$ cat src/rtl/uart_pkg.sv
// rtl/uart_pkg.sv - shared UART frame constants, FSM states and helpers
package uart_pkg;

   typedef enum logic [1:0] {
      ST_IDLE,
      ST_START,
      ST_DATA,
      ST_STOP
   } uart_state_t;

   localparam int DATA_BITS  = 8;
   localparam int FRAME_BITS = 10;
   localparam int START_IDX  = 0;
   localparam int STOP_IDX   = 9;

   localparam int DEF_CLK = 50_000_000;
   localparam int DEF_BPS = 9600;

   function automatic logic maj3(input logic a, input logic b, input logic c);
      return (a & b) | (a & c) | (b & c);
   endfunction

endpackage

$ cat src/rtl/uart_rx_if.sv
// rtl/uart_rx_if.sv - serial line and received-byte bundle of the UART receiver
interface uart_rx_if;
   logic       din;
   logic [7:0] dout;
   logic       dout_vld;
   logic       frame_err;

   modport master (input din, output dout, output dout_vld, output frame_err);
   modport slave  (output din, input dout, input dout_vld, input frame_err);
endinterface

$ cat src/rtl/sync_2ff.sv
// rtl/sync_2ff.sv - two-flop synchroniser for an asynchronous single-bit input
module sync_2ff #(
   parameter logic RST_VAL = 1'b1
) (
   input  logic clk,
   input  logic rst_n,
   input  logic d,
   output logic q
);
   logic meta;

   always_ff @(posedge clk or negedge rst_n) begin
      if (!rst_n) begin
         meta <= RST_VAL;
         q    <= RST_VAL;
      end else begin
         meta <= d;
         q    <= meta;
      end
   end
endmodule

$ cat src/rtl/uart_rx.sv
// rtl/uart_rx.sv - 8N1 UART receiver; UART_RX_MAJORITY_EN selects 2-of-3 bit sampling
module uart_rx
   import uart_pkg::*;
#(
   parameter int CLK     = DEF_CLK,
   parameter int BPS     = DEF_BPS,
   parameter int BPS_CNT = CLK / BPS
) (
   input  logic     clk,
   input  logic     rst_n,
   uart_rx_if.master bus
);
   localparam int CW = $clog2(BPS_CNT);
   localparam logic [CW-1:0] H    = CW'(BPS_CNT / 2 - 1);
   localparam logic [CW-1:0] LAST = CW'(BPS_CNT - 1);

   uart_state_t   state;
   logic [CW-1:0] cnt0;
   logic [3:0]    cnt1;
   logic [7:0]    shreg;
   logic [7:0]    dout_q;
   logic          vld_q;
   logic          err_q;
   logic          rx_s;
   logic          rx_d;
   logic          start_edge;
   logic          wrap;
   logic          decide;
   logic          bit_val;

   sync_2ff #(.RST_VAL(1'b1)) u_sync (
      .clk   (clk),
      .rst_n (rst_n),
      .d     (bus.din),
      .q     (rx_s)
   );

   always_ff @(posedge clk or negedge rst_n) begin
      if (!rst_n) rx_d <= 1'b1;
      else        rx_d <= rx_s;
   end

   assign start_edge = rx_d & ~rx_s;
   assign wrap       = (cnt0 == LAST);

`ifdef UART_RX_MAJORITY_EN
   logic samp_a;
   logic samp_b;

   // Early samples at H-1 and H; the third is the live line at H+1.
   always_ff @(posedge clk or negedge rst_n) begin
      if (!rst_n) begin
         samp_a <= 1'b1;
         samp_b <= 1'b1;
      end else begin
         if (cnt0 == H - 1'b1) samp_a <= rx_s;
         if (cnt0 == H)        samp_b <= rx_s;
      end
   end

   assign decide  = (cnt0 == H + 1'b1);
   assign bit_val = maj3(samp_a, samp_b, rx_s);
`else
   assign decide  = (cnt0 == H);
   assign bit_val = rx_s;
`endif

   always_ff @(posedge clk or negedge rst_n) begin
      if (!rst_n) begin
         state  <= ST_IDLE;
         cnt0   <= '0;
         cnt1   <= '0;
         shreg  <= '0;
         dout_q <= '0;
         vld_q  <= 1'b0;
         err_q  <= 1'b0;
      end else begin
         vld_q <= 1'b0;
         err_q <= 1'b0;
         if (state != ST_IDLE) cnt0 <= wrap ? '0 : cnt0 + 1'b1;
         case (state)
            ST_IDLE: begin
               cnt0 <= '0;
               cnt1 <= '0;
               if (start_edge) state <= ST_START;
            end
            ST_START: begin
               if (decide && bit_val) begin
                  state <= ST_IDLE;
                  cnt0  <= '0;
               end else if (wrap) begin
                  cnt1  <= cnt1 + 1'b1;
                  state <= ST_DATA;
               end
            end
            ST_DATA: begin
               if (decide) shreg <= {bit_val, shreg[7:1]};
               if (wrap) begin
                  cnt1 <= cnt1 + 1'b1;
                  if (cnt1 == 4'(DATA_BITS)) state <= ST_STOP;
               end
            end
            ST_STOP: begin
               // Leave at mid-stop so a shortened stop bit cannot swallow the next start.
               if (decide) begin
                  if (bit_val) begin
                     dout_q <= shreg;
                     vld_q  <= 1'b1;
                  end else begin
                     err_q  <= 1'b1;
                  end
                  state <= ST_IDLE;
                  cnt0  <= '0;
                  cnt1  <= '0;
               end
            end
            default: state <= ST_IDLE;
         endcase
      end
   end

   assign bus.dout      = dout_q;
   assign bus.dout_vld  = vld_q;
   assign bus.frame_err = err_q;
endmodule
$ cat src/flat_wrapper.sv
// flat-port wrapper written by rule: the top's interface ports become plain ports
module uart_rx_flat import uart_pkg::*;
#(
   parameter int CLK     = DEF_CLK,
   parameter int BPS     = DEF_BPS,
   parameter int BPS_CNT = CLK / BPS
)
  (clk, rst_n, bus_din, bus_dout, bus_dout_vld, bus_frame_err);
  uart_rx_if bus_i ();
  input  logic clk;
  input  logic rst_n;
  input wire logic [$bits(bus_i.din)-1:0] bus_din;
  output wire logic [$bits(bus_i.dout)-1:0] bus_dout;
  output wire logic [$bits(bus_i.dout_vld)-1:0] bus_dout_vld;
  output wire logic [$bits(bus_i.frame_err)-1:0] bus_frame_err;
  assign bus_i.din = bus_din;
  assign bus_dout = bus_i.dout;
  assign bus_dout_vld = bus_i.dout_vld;
  assign bus_frame_err = bus_i.frame_err;
  uart_rx #(.CLK(CLK), .BPS(BPS), .BPS_CNT(BPS_CNT)) u_core (.clk(clk), .rst_n(rst_n), .bus(bus_i));
endmodule
$ cat config.mk
export PLATFORM = sky130hd
export DESIGN_NAME = uart_rx_flat
export DESIGN_NICKNAME = d
export VERILOG_FILES = /design/src/rtl/uart_pkg.sv /design/src/rtl/uart_rx_if.sv /design/src/rtl/sync_2ff.sv /design/src/rtl/uart_rx.sv /design/src/flat_wrapper.sv
export SDC_FILE = /design/constraint.sdc
export NUM_CORES = 1
export LEC_CHECK = 0
export CORE_UTILIZATION = 56
export DETAILED_ROUTE_END_ITERATION = 8
export DONT_BUFFER_PORTS = 1
export GPL_ROUTABILITY_DRIVEN = 0
export PLACE_DENSITY = 0.74
export SETUP_SLACK_MARGIN = 0.15
export SLEW_MARGIN = 0
export SYNTH_ARGS = -nofsm -noshare
export SYNTH_HDL_FRONTEND = slang
export SYNTH_SLANG_ARGS = --single-unit
$ cat constraint.sdc
create_clock -name clk -period 2.1 [get_ports clk]
set_clock_uncertainty 0.1 [all_clocks]
set_input_delay 0.42 -clock clk [delete_from_list [all_inputs] [get_ports clk]]
set_output_delay 0.42 -clock clk [all_outputs]
set_load 0.1 [all_outputs]
==> out/qor.txt <==
Design area -> 0.00259 mm2
Crit end category -> register
Clock-pin slew of the registers on the worst-case setup and hold paths -> 120 ps
Critical Path Start -> u_core.cnt0[6]
Clk root buf -> clkbuf_4
Routed length per placed instance -> 16.8 um
Syn_area_per_cell -> 11.3 um2
Period Utilization, post-route -> 99.3%
DRT Pass-1 Iters -> 4
Period minus WS final -> 2080 ps
Initial antenna violation count -> 0
Die X -> 61.4 um
Syn_nets -> 184
Largest net degree at the start of global routing -> 41
Reg-to-reg setup timing slack -> 20 ps
Cts bufs inserted -> 5
Worst EP required -> 2250 ps
Yosys top cell area share -> 46.9%
Via density per instance -> 5.97
Actual slew at the worst max-slew pin -> 921 ps
Cell leakage power -> 1.15 nW
Fin. Hold Viols -> 0
DR vias -> 1,564
Cell taking the most area after synthesis -> dfrtp_1
EDFF count, synth -> 0
Clk sinks -> 40
DRC viols -> 0
H-tree Lvls -> 2
Share of layout cells above drive strength 1 -> 41.7%
IO buf count -> 0
Hold Crit Start -> u_core.u_sync.meta
Reg power frac -> 42.6%
CP endpoint -> u_core.cnt0[9]
Final Util -> 77.0%
Kind of critical path -> reg2reg
Slew Viols, Final -> 0
Number of global-route vias before repair -> 1,536
DR iter-0 viols -> 112
Worst hold path type -> reg2reg
Max frequency -> 0.480 GHz
CTS tree -> yes
Critical R2R Capture -> u_core.cnt0[9]
Area contributors post-synth -> dfrtp_1 47%, mux2_2 9.1%, ha_1 4.4%
Main synth FF type -> dfrtp_1
Mapped cell area -> 0.00197 mm2
Sw frac -> 29.4%
R2R depth -> 5
Most frequent cells in the layout -> 37 x dfrtp_1, 33 x buf_4, 15 x mux2_2
Final wirelength -> 4390 um
Worst skew pair latency -> 360 ps
Initial core utilization -> 58.7%
GRT overflow -> 0
# Max-Cap Violations -> 0
NumNets Final -> 225
CP max FO -> 10
Comb pwr share -> 29.3%
CTS Buffer Depth -> 2
Die Span Y -> 61.4 um
Internal -> 0.00137 W
Row count -> 21
CORE AREA -> 0.00336 mm2
Warnings from Yosys -> 0
Yosys cell types -> 42
Peak VDD IR -> 0.615 mV
Most common cell after layout, fill and taps aside -> dfrtp_1
Antenna diodes -> 0
Critical Path Source Type -> register
First-pass GRT wire length -> 6990 um
Pwr/cell area -> 747 mW/mm2
Clock Power Share -> 28.1%
Worst r2r src -> u_core.cnt0[6]
Sequential fraction of the synthesis area -> 50.9%
Outcome -> finished clean
Synth Instances -> 174
Final setup violating endpoints -> 0
NetSw -> 0.000569 W
IO Pins -> 13
RSZ-0062 raised after global routing -> true
HPWL Detailed -> 2850 um
Global Route Usage Sum -> 26.4%
Die area -> 0.00377 mm2
Area growth syn-to-layout -> 31.2%
Critical Path AT -> 2240 ps
Post-synth ARST share -> 100%
ANT nets after route -> 0
Placed inst area -> 0.00225 mm2
Yosys reg bits -> 40
# fillers -> 208
Slew HR -> 38.6%
synth_stat cells (2+ instances only):
cell type  count
o21ai_0        3
o32ai_1        2
nand4bb_1      2
xor2_1         2
nor4_1         5
or3_1          2
nand4b_1       4
inv_1         12
nor2_1        13
a41oi_1        2
o41ai_1        2
a31o_2         2
nand4_1        3
dfrtp_1       37
a21oi_1        4
nand3b_1       3
nand3_1        4
dfstp_2        3
and3_1         2
ha_1           7
nor3_1         5
nand2_1       11
mux2_2        16
xnor2_1        7
clkbuf_1       4
kinds of logic (layout without fill, tap and decap cells):
logic type | after synthesis | count (layout) | share of synthesized area (%)
multiplexers | 17 | 17 | 9.63
flip-flops | 40 | 40 | 50.9
buffers and inverters | 17 | 58 | 3.29
AND/OR/NAND/NOR | 60 | 61 | 17.1
XOR/XNOR | 9 | 9 | 3.99
AO/OA/AOI/OAI | 24 | 24 | 10.6
adder cells (fa/ha/maj) | 7 | 7 | 4.44
metal layers:
layer	track usage (%)	part of all wire, %	vias to the layer above
met3	5.67	4.7	13
met4	11.1	2.4	0
met2	44.9	51	47
met1	32.9	41	781
met5	0	0	-
li1	-	-	723
state kept, by name, indices dropped and copies added, names as in the netlist, named ones only:
signal,count
u_core.bus.dout,8
u_core.bus.dout_vld,1
u_core.bus.frame_err,1
u_core.cnt0,13
u_core.cnt1,4
u_core.rx_d,1
u_core.shreg,8
u_core.state,1
u_core.u_sync.meta,1
u_core.u_sync.q,1
worst max-delay path, cell delays in order (launching register included):
cell and delay, ps:
dfrtp_1 400, or4_4 580, o41a_1 420, o32ai_4 280, buf_12 160, a21oi_1 40
power groups by stage:
stage / Sequential, W / Combinational [W] / Clock, W
after floorplan: 0.000840 / 0.000270 / 0
after global placement: 0.000839 / 0.000414 / 0
after detailed placement: 0.000841 / 0.000428 / 0
after CTS: 0.000823 / 0.000508 / 0.000553
after global routing: 0.000827 / 0.000613 / 0.000576
final: 0.000824 / 0.000568 / 0.000543
metrics by stage:
| step | hold slack (ps) | TNS (ps) | std cells | power (W) | setup slack (ps) |
|---|---|---|---|---|---|
| after floorplan | 24.4 | -827 | 174 | 0.00111 | -54.4 |
| final | 265 | 0 | 262 | 0.00193 | 15.4 |
| after global placement | 25.1 | -778 | 243 | 0.00125 | -61.2 |
| after global routing | 267 | -362 | 262 | 0.00202 | -41.0 |
| after detailed placement | 25.2 | -1610 | 243 | 0.00127 | -127 |
| after CTS | 266 | 0 | 259 | 0.00188 | 67.4 |
worst min-delay path by stage:
| stage | depth (start not counted) | slack, ps | to |
|---|---|---|---|
| 2_1_floorplan | 0 | 20 | async pin |
| 3_3_place_gp | 0 | 30 | u_core.bus.dout[0] |
| 3_5_place_dp | 0 | 30 | u_core.bus.dout[0] |
| 4_1_cts | 0 | 270 | u_core.u_sync.q |
| 5_1_grt | 0 | 270 | u_core.u_sync.q |
| 6_report | 0 | 260 | u_core.u_sync.q |
cell type report:
cell class / instances / area (um2) / area share, %
inverters: 12 / 45.0 / 1.74
clock inverters: 2 / 38.8 / 1.50
repair buffers: 38 / 319 / 12.3
clock buffers: 6 / 51.3 / 1.98
multi-input cells: 118 / 1070 / 41.5
flip-flops and latches: 40 / 1000 / 38.8
well taps: 46 / 57.6 / 2.22
what timing repair did:
item | CTS | global route
pin swaps | 8 | 3
cloned | 1 | 0
hold buffers | 3 | 0
buffers inserted | 4 | 3
hold endpoints to repair | 41 | 0
endpoints found under the setup margin | 36 | 35
gates resized for setup | 18 | 9
Note: power is estimated with default switching activity, not from simulation.
